### config.mk
export PLATFORM = sky130hd
export DESIGN_NAME = led_scan_ctrl
export DESIGN_NICKNAME = d
export VERILOG_FILES = /design/src/rtl/led_scan_ctrl.sv
export SDC_FILE = /design/constraint.sdc
export NUM_CORES = 1
export LEC_CHECK = 0
export CORE_MARGIN = 4
export CORE_UTILIZATION = 57
export DETAILED_ROUTE_END_ITERATION = 6
export DONT_BUFFER_PORTS = 1
export PLACE_DENSITY = 0.69
export SLEW_MARGIN = 20
export SYNTH_ARGS = -nofsm -noshare
export SYNTH_HDL_FRONTEND = slang
export SYNTH_SLANG_ARGS = --single-unit
export TNS_END_PERCENT = 50
### constraint.sdc
create_clock -name clk -period 4.45 [get_ports clk]
set_clock_uncertainty 0.05 [all_clocks]
set_input_delay 0.89 -clock clk [delete_from_list [all_inputs] [get_ports clk]]
set_output_delay 0.89 -clock clk [all_outputs]
set_load 0.01 [all_outputs]
### src/rtl/led_scan_ctrl.sv
// Multiplexed 7-segment scan controller: per-slot guard/show timing, hex decode,
// leading-zero blanking and per-frame input snapshot. Optional macro LED_SCAN_BRIGHT_EN adds PWM brightness.
module led_scan_ctrl #(
  parameter int DIGITS    = 6,
  parameter int SEL_W     = 3,
  parameter int CLK_DIV   = 50000,
  parameter int GUARD_CYC = 50
) (
  input  logic                  clk,
  input  logic                  rst,
  input  logic [4*DIGITS-1:0]   din,
  input  logic [DIGITS-1:0]     dp_in,
  input  logic                  blank_en,
`ifdef LED_SCAN_BRIGHT_EN
  input  logic [3:0]            bright,
`endif
  output logic [SEL_W-1:0]      sel,
  output logic [7:0]            seg,
  output logic                  frame_done
);

  localparam int CNT_W = $clog2(CLK_DIV);
  localparam int IDX_W = (DIGITS > 1) ? $clog2(DIGITS) : 1;

  typedef enum logic {GUARD, SHOW} state_t;

  logic [CNT_W-1:0]         cnt;
  logic [IDX_W-1:0]         idx;
  logic                     tick, last;
  logic [DIGITS-1:0][3:0]   snap_din;
  logic [DIGITS-1:0]        snap_dp;
  logic                     snap_blank;
  logic [DIGITS-1:0]        lz;
  logic                     lit;
  state_t                   state_q, state_d;
  logic [SEL_W-1:0]         sel_d;
  logic [7:0]               seg_d;
  logic [3:0]               cur;
  logic                     blanked;

  assign tick = (cnt == CNT_W'(CLK_DIV - 1));
  assign last = (idx == IDX_W'(DIGITS - 1));

  function automatic logic [6:0] hex7(input logic [3:0] v);
    case (v)
      4'h0: hex7 = 7'h40;  4'h1: hex7 = 7'h79;  4'h2: hex7 = 7'h24;  4'h3: hex7 = 7'h30;
      4'h4: hex7 = 7'h19;  4'h5: hex7 = 7'h12;  4'h6: hex7 = 7'h02;  4'h7: hex7 = 7'h78;
      4'h8: hex7 = 7'h00;  4'h9: hex7 = 7'h10;  4'hA: hex7 = 7'h08;  4'hB: hex7 = 7'h03;
      4'hC: hex7 = 7'h46;  4'hD: hex7 = 7'h21;  4'hE: hex7 = 7'h06;  default: hex7 = 7'h0E;
    endcase
  endfunction

  // Slot timing, digit index and frame-boundary snapshot
  always_ff @(posedge clk) begin
    if (rst) begin
      cnt        <= '0;
      idx        <= '0;
      frame_done <= 1'b0;
      snap_din   <= '0;
      snap_dp    <= '0;
      snap_blank <= 1'b0;
    end else begin
      cnt        <= tick ? '0 : cnt + CNT_W'(1);
      frame_done <= tick && last;
      if (tick) idx <= last ? '0 : idx + IDX_W'(1);
      if (tick && last) begin
        snap_din   <= din;
        snap_dp    <= dp_in;
        snap_blank <= blank_en;
      end
    end
  end

  // lz[k]: digit k and every digit above it are zero
  for (genvar k = 0; k < DIGITS; k++) begin : g_lz
    assign lz[k] = (snap_din[DIGITS-1:k] == '0);
  end

`ifdef LED_SCAN_BRIGHT_EN
  logic [3:0]  snap_bright;
  logic [31:0] win_len, pos;

  always_ff @(posedge clk) begin
    if (rst)               snap_bright <= '0;
    else if (tick && last) snap_bright <= bright;
  end

  assign win_len = (32'(CLK_DIV - GUARD_CYC) * (32'(snap_bright) + 32'd1)) >> 4;
  assign pos     = 32'(cnt) - 32'(GUARD_CYC);
  assign lit     = (pos < win_len);
`else
  assign lit = 1'b1;
`endif

  always_ff @(posedge clk) begin
    if (rst) state_q <= GUARD;
    else     state_q <= state_d;
  end

  // CLK_DIV >= GUARD_CYC+2 guarantees GUARD_CYC-1 is never the tick cycle
  always_comb begin
    state_d = state_q;
    case (state_q)
      GUARD:   if (cnt == CNT_W'(GUARD_CYC - 1)) state_d = SHOW;
      SHOW:    if (tick) state_d = GUARD;
      default: state_d = GUARD;
    endcase
  end

  assign cur     = snap_din[idx];
  assign blanked = snap_blank && (idx != '0) && lz[idx];

  always_comb begin
    sel_d = '1;
    seg_d = 8'hFF;
    if (state_q == SHOW) begin
      sel_d = SEL_W'(DIGITS - 1) - SEL_W'(idx);
      if (lit) seg_d = {~snap_dp[idx], blanked ? 7'h7F : hex7(cur)};
    end
  end

  always_ff @(posedge clk) begin
    if (rst) begin
      sel <= '1;
      seg <= 8'hFF;
    end else begin
      sel <= sel_d;
      seg <= seg_d;
    end
  end

endmodule

==> metrics.txt <==
clock latency on the worst-skew pair approximately 0.34 ns; endpoints failing hold 0; Pleak 0.00105 µW; GRT overflow 0; Ys Warns 0; Synth area leaders dfxtp_1 (46%), a22o_1 (10%), ha_1 (5.0%); CP Data Arrival Time approximately 3.1 ns; CTS Hold Bufs 0; Hold Crit Depth 1; synth cell count leaders dfxtp_1 (63), a22o_1 (32), nor2_1 (21); first-pass GRT wire length around 8800 µm; Num CTS Buffers 9; period utilisation layout between 60 and 70%; Initial DRC Count 138; unique cell type count in the Yosys netlist 39; Vias 1878; actual slew at the worst max-slew pin 0.750 ns; core box area 4500 µm²; vias per inst 5.89; RSZ-0062 raised after global routing false; Syn Area/Cell roughly 10 µm²; met3 wire length around 300 µm; fin area slightly below 3000 µm²; final setup fails 0; IR drop worst, VDD 0.000236 V; EDFF count, synth 0; Routed WL 5250 µm; DR top layer met4; status finished clean; critical path type flip-flop to flip-flop; Placer Congestion 0.853; Worst Setup End Kind flip-flop; Synth Net Count approximately 310; H-Tree Depth 3; Hold WC Path Type flip-flop to flip-flop; initial antenna violation count 0; die area 5980 µm²; fin. max-slew vios 0; Initial Util 60.8%; Synth Flop Type dfxtp_1; 1st-pass router iterations 4; Synth top area share 46.0%; fraction of registers with async set/reset 0%; clock tree sinks 63; DP Area 2740 µm²; cts repair resizes 0; R2R depth 7; routed wl met2 roughly 2300 µm; PortBufs 0; CTS Buffer Depth 2; Inst Count DP 302; DP HPWL ~3700 µm; Die Wd 77.3 µm; All-Layer GR Usage 19.0%; sequential share of the synthesized area 46.0%; setup TNS 0 ns; Clock transition at path regs 0.06 ns; die height between 70 and 80 µm; antenna-violating nets left 0; most frequent cell after synthesis dfxtp_1; CTS tree done; Power per Cell Area ~340 nW/µm²; Max Cap Viol 0; synthesized flop and latch total 63; root buffer cell clkbuf_8; minimum clock period 2.91 ns; largest net degree at the start of global routing 34; # rows 24; layout cells sized above 1 between 10% and 20%; Residual DRC 0; Critical Path RT 4.61 ns; Post-Layout Cell Count 319; Setup crit start kind flip-flop; CP max FO 15; vias in the first global route 1838; Slew headroom 49.9%; mapped cell area 2740 µm²; f_max 343 MHz; I/O pin count 45; Final #Nets between 300 and 400; drt wl/cell 16.5 µm; Gate Count Post-Synth about 260; Post-CTS Setup Inserts 0; Yosys top cell by area dfxtp_1; filler instances 366; Layout area overhead 5.98%; final core occ between 60 and 70%; routed length on met1 between 2000 and 3000 µm; ant diodes 0
-- path summary, 6_finish.rpt --
path / startpoint / to / slack, ns
max reg2reg: idx[0] / seg[3] / 1.54
min reg2reg: cnt[0] / cnt[0] / 0.42
min: cnt[0] / cnt[0] / 0.42
max: idx[0] / seg[3] / 1.54
-- registers in the layout, summed over array words and instances, names as in the netlist --
register	count
cnt	16
frame_done	1
idx	3
seg	8
sel	3
snap_blank	1
snap_din	24
snap_dp	6
state_q	1
-- layer usage --
| metal | track usage (%) | vias up |
|---|---|---|
| li1 | - | 961 |
| met1 | 23.9 | 860 |
| met2 | 28.2 | 45 |
| met3 | 7.85 | 12 |
| met4 | 9.07 | 0 |
| met5 | 0 | - |
-- cell type report --
class	count	area, µm²	area share [%]
clock buffers	11	131	4.53
clock inverters	5	25.0	0.862
inverters	8	30.0	1.03
multi-input cells	179	1380	47.5
flip-flops and latches	63	1260	43.4
well taps	52	65.1	2.24
repair buffers	1	11.3	0.388
-- layout by cell type, fill, tap and decap left out, types with 2 or more instances in the layout --
| master | Yosys | final |
|---|---|---|
| mux2_2 | 2 | 2 |
| o221ai_1 | 3 | 3 |
| nand3_1 | 7 | 7 |
| clkinv_2 | 0 | 5 |
| nand4_1 | 3 | 3 |
| a21oi_1 | 4 | 4 |
| nor3_1 | 3 | 3 |
| o21ai_0 | 5 | 5 |
| o211ai_1 | 3 | 3 |
| a22o_1 | 32 | 32 |
| dfxtp_1 | 63 | 63 |
| mux4_2 | 5 | 5 |
| nor2_1 | 21 | 21 |
| and3_1 | 3 | 3 |
| nor2b_1 | 3 | 3 |
| ha_1 | 11 | 11 |
| nand2b_1 | 6 | 6 |
| mux2i_1 | 9 | 9 |
| nor4b_1 | 2 | 2 |
| inv_1 | 8 | 8 |
| a22oi_1 | 2 | 2 |
| xnor2_1 | 9 | 9 |
| nor4_1 | 7 | 7 |
| clkbuf_1 | 3 | 2 |
| clkbuf_8 | 0 | 9 |
| nand2_1 | 20 | 20 |
| xor2_1 | 7 | 7 |
-- logic make-up after synthesis --
kind of cell,share of synthesized area (%)
AND/OR/NAND/NOR,15.8
flip-flops,46.0
AO/OA/AOI/OAI,16.0
buffers and inverters,3.84
XOR/XNOR,5.12
multiplexers,8.22
adder cells (fa/ha/maj),5.03
-- report_power, final --
group / leakage (µW) / internal, µW / total [µW] / switching, µW
registers: 0.000508 / 566 / 568 / 2.11
clock network: 0.0000866 / 197 / 402 / 205
logic: 0.000454 / 4.04 / 13.1 / 9.02
-- through the flow --
stage	setup slack (ns)	hold slack [ns]	total power (µW)
after CTS	1.51	0.423	997
after global routing	1.25	0.456	1030
final	1.54	0.415	984
after detailed placement	1.53	0.407	594
after global placement	1.63	0.394	594
after floorplan	2.10	0.379	594
-- worst max-delay path: stages, from the launching register on --
cell,delay [ns]
dfxtp_1,0.80
mux4_2,0.59
a22oi_1,0.54
inv_1,0.14
ha_1,0.29
mux2i_1,0.15
mux2i_1,0.08
nand2b_1,0.16
No activity file was read; power rests on OpenSTA's default activity.
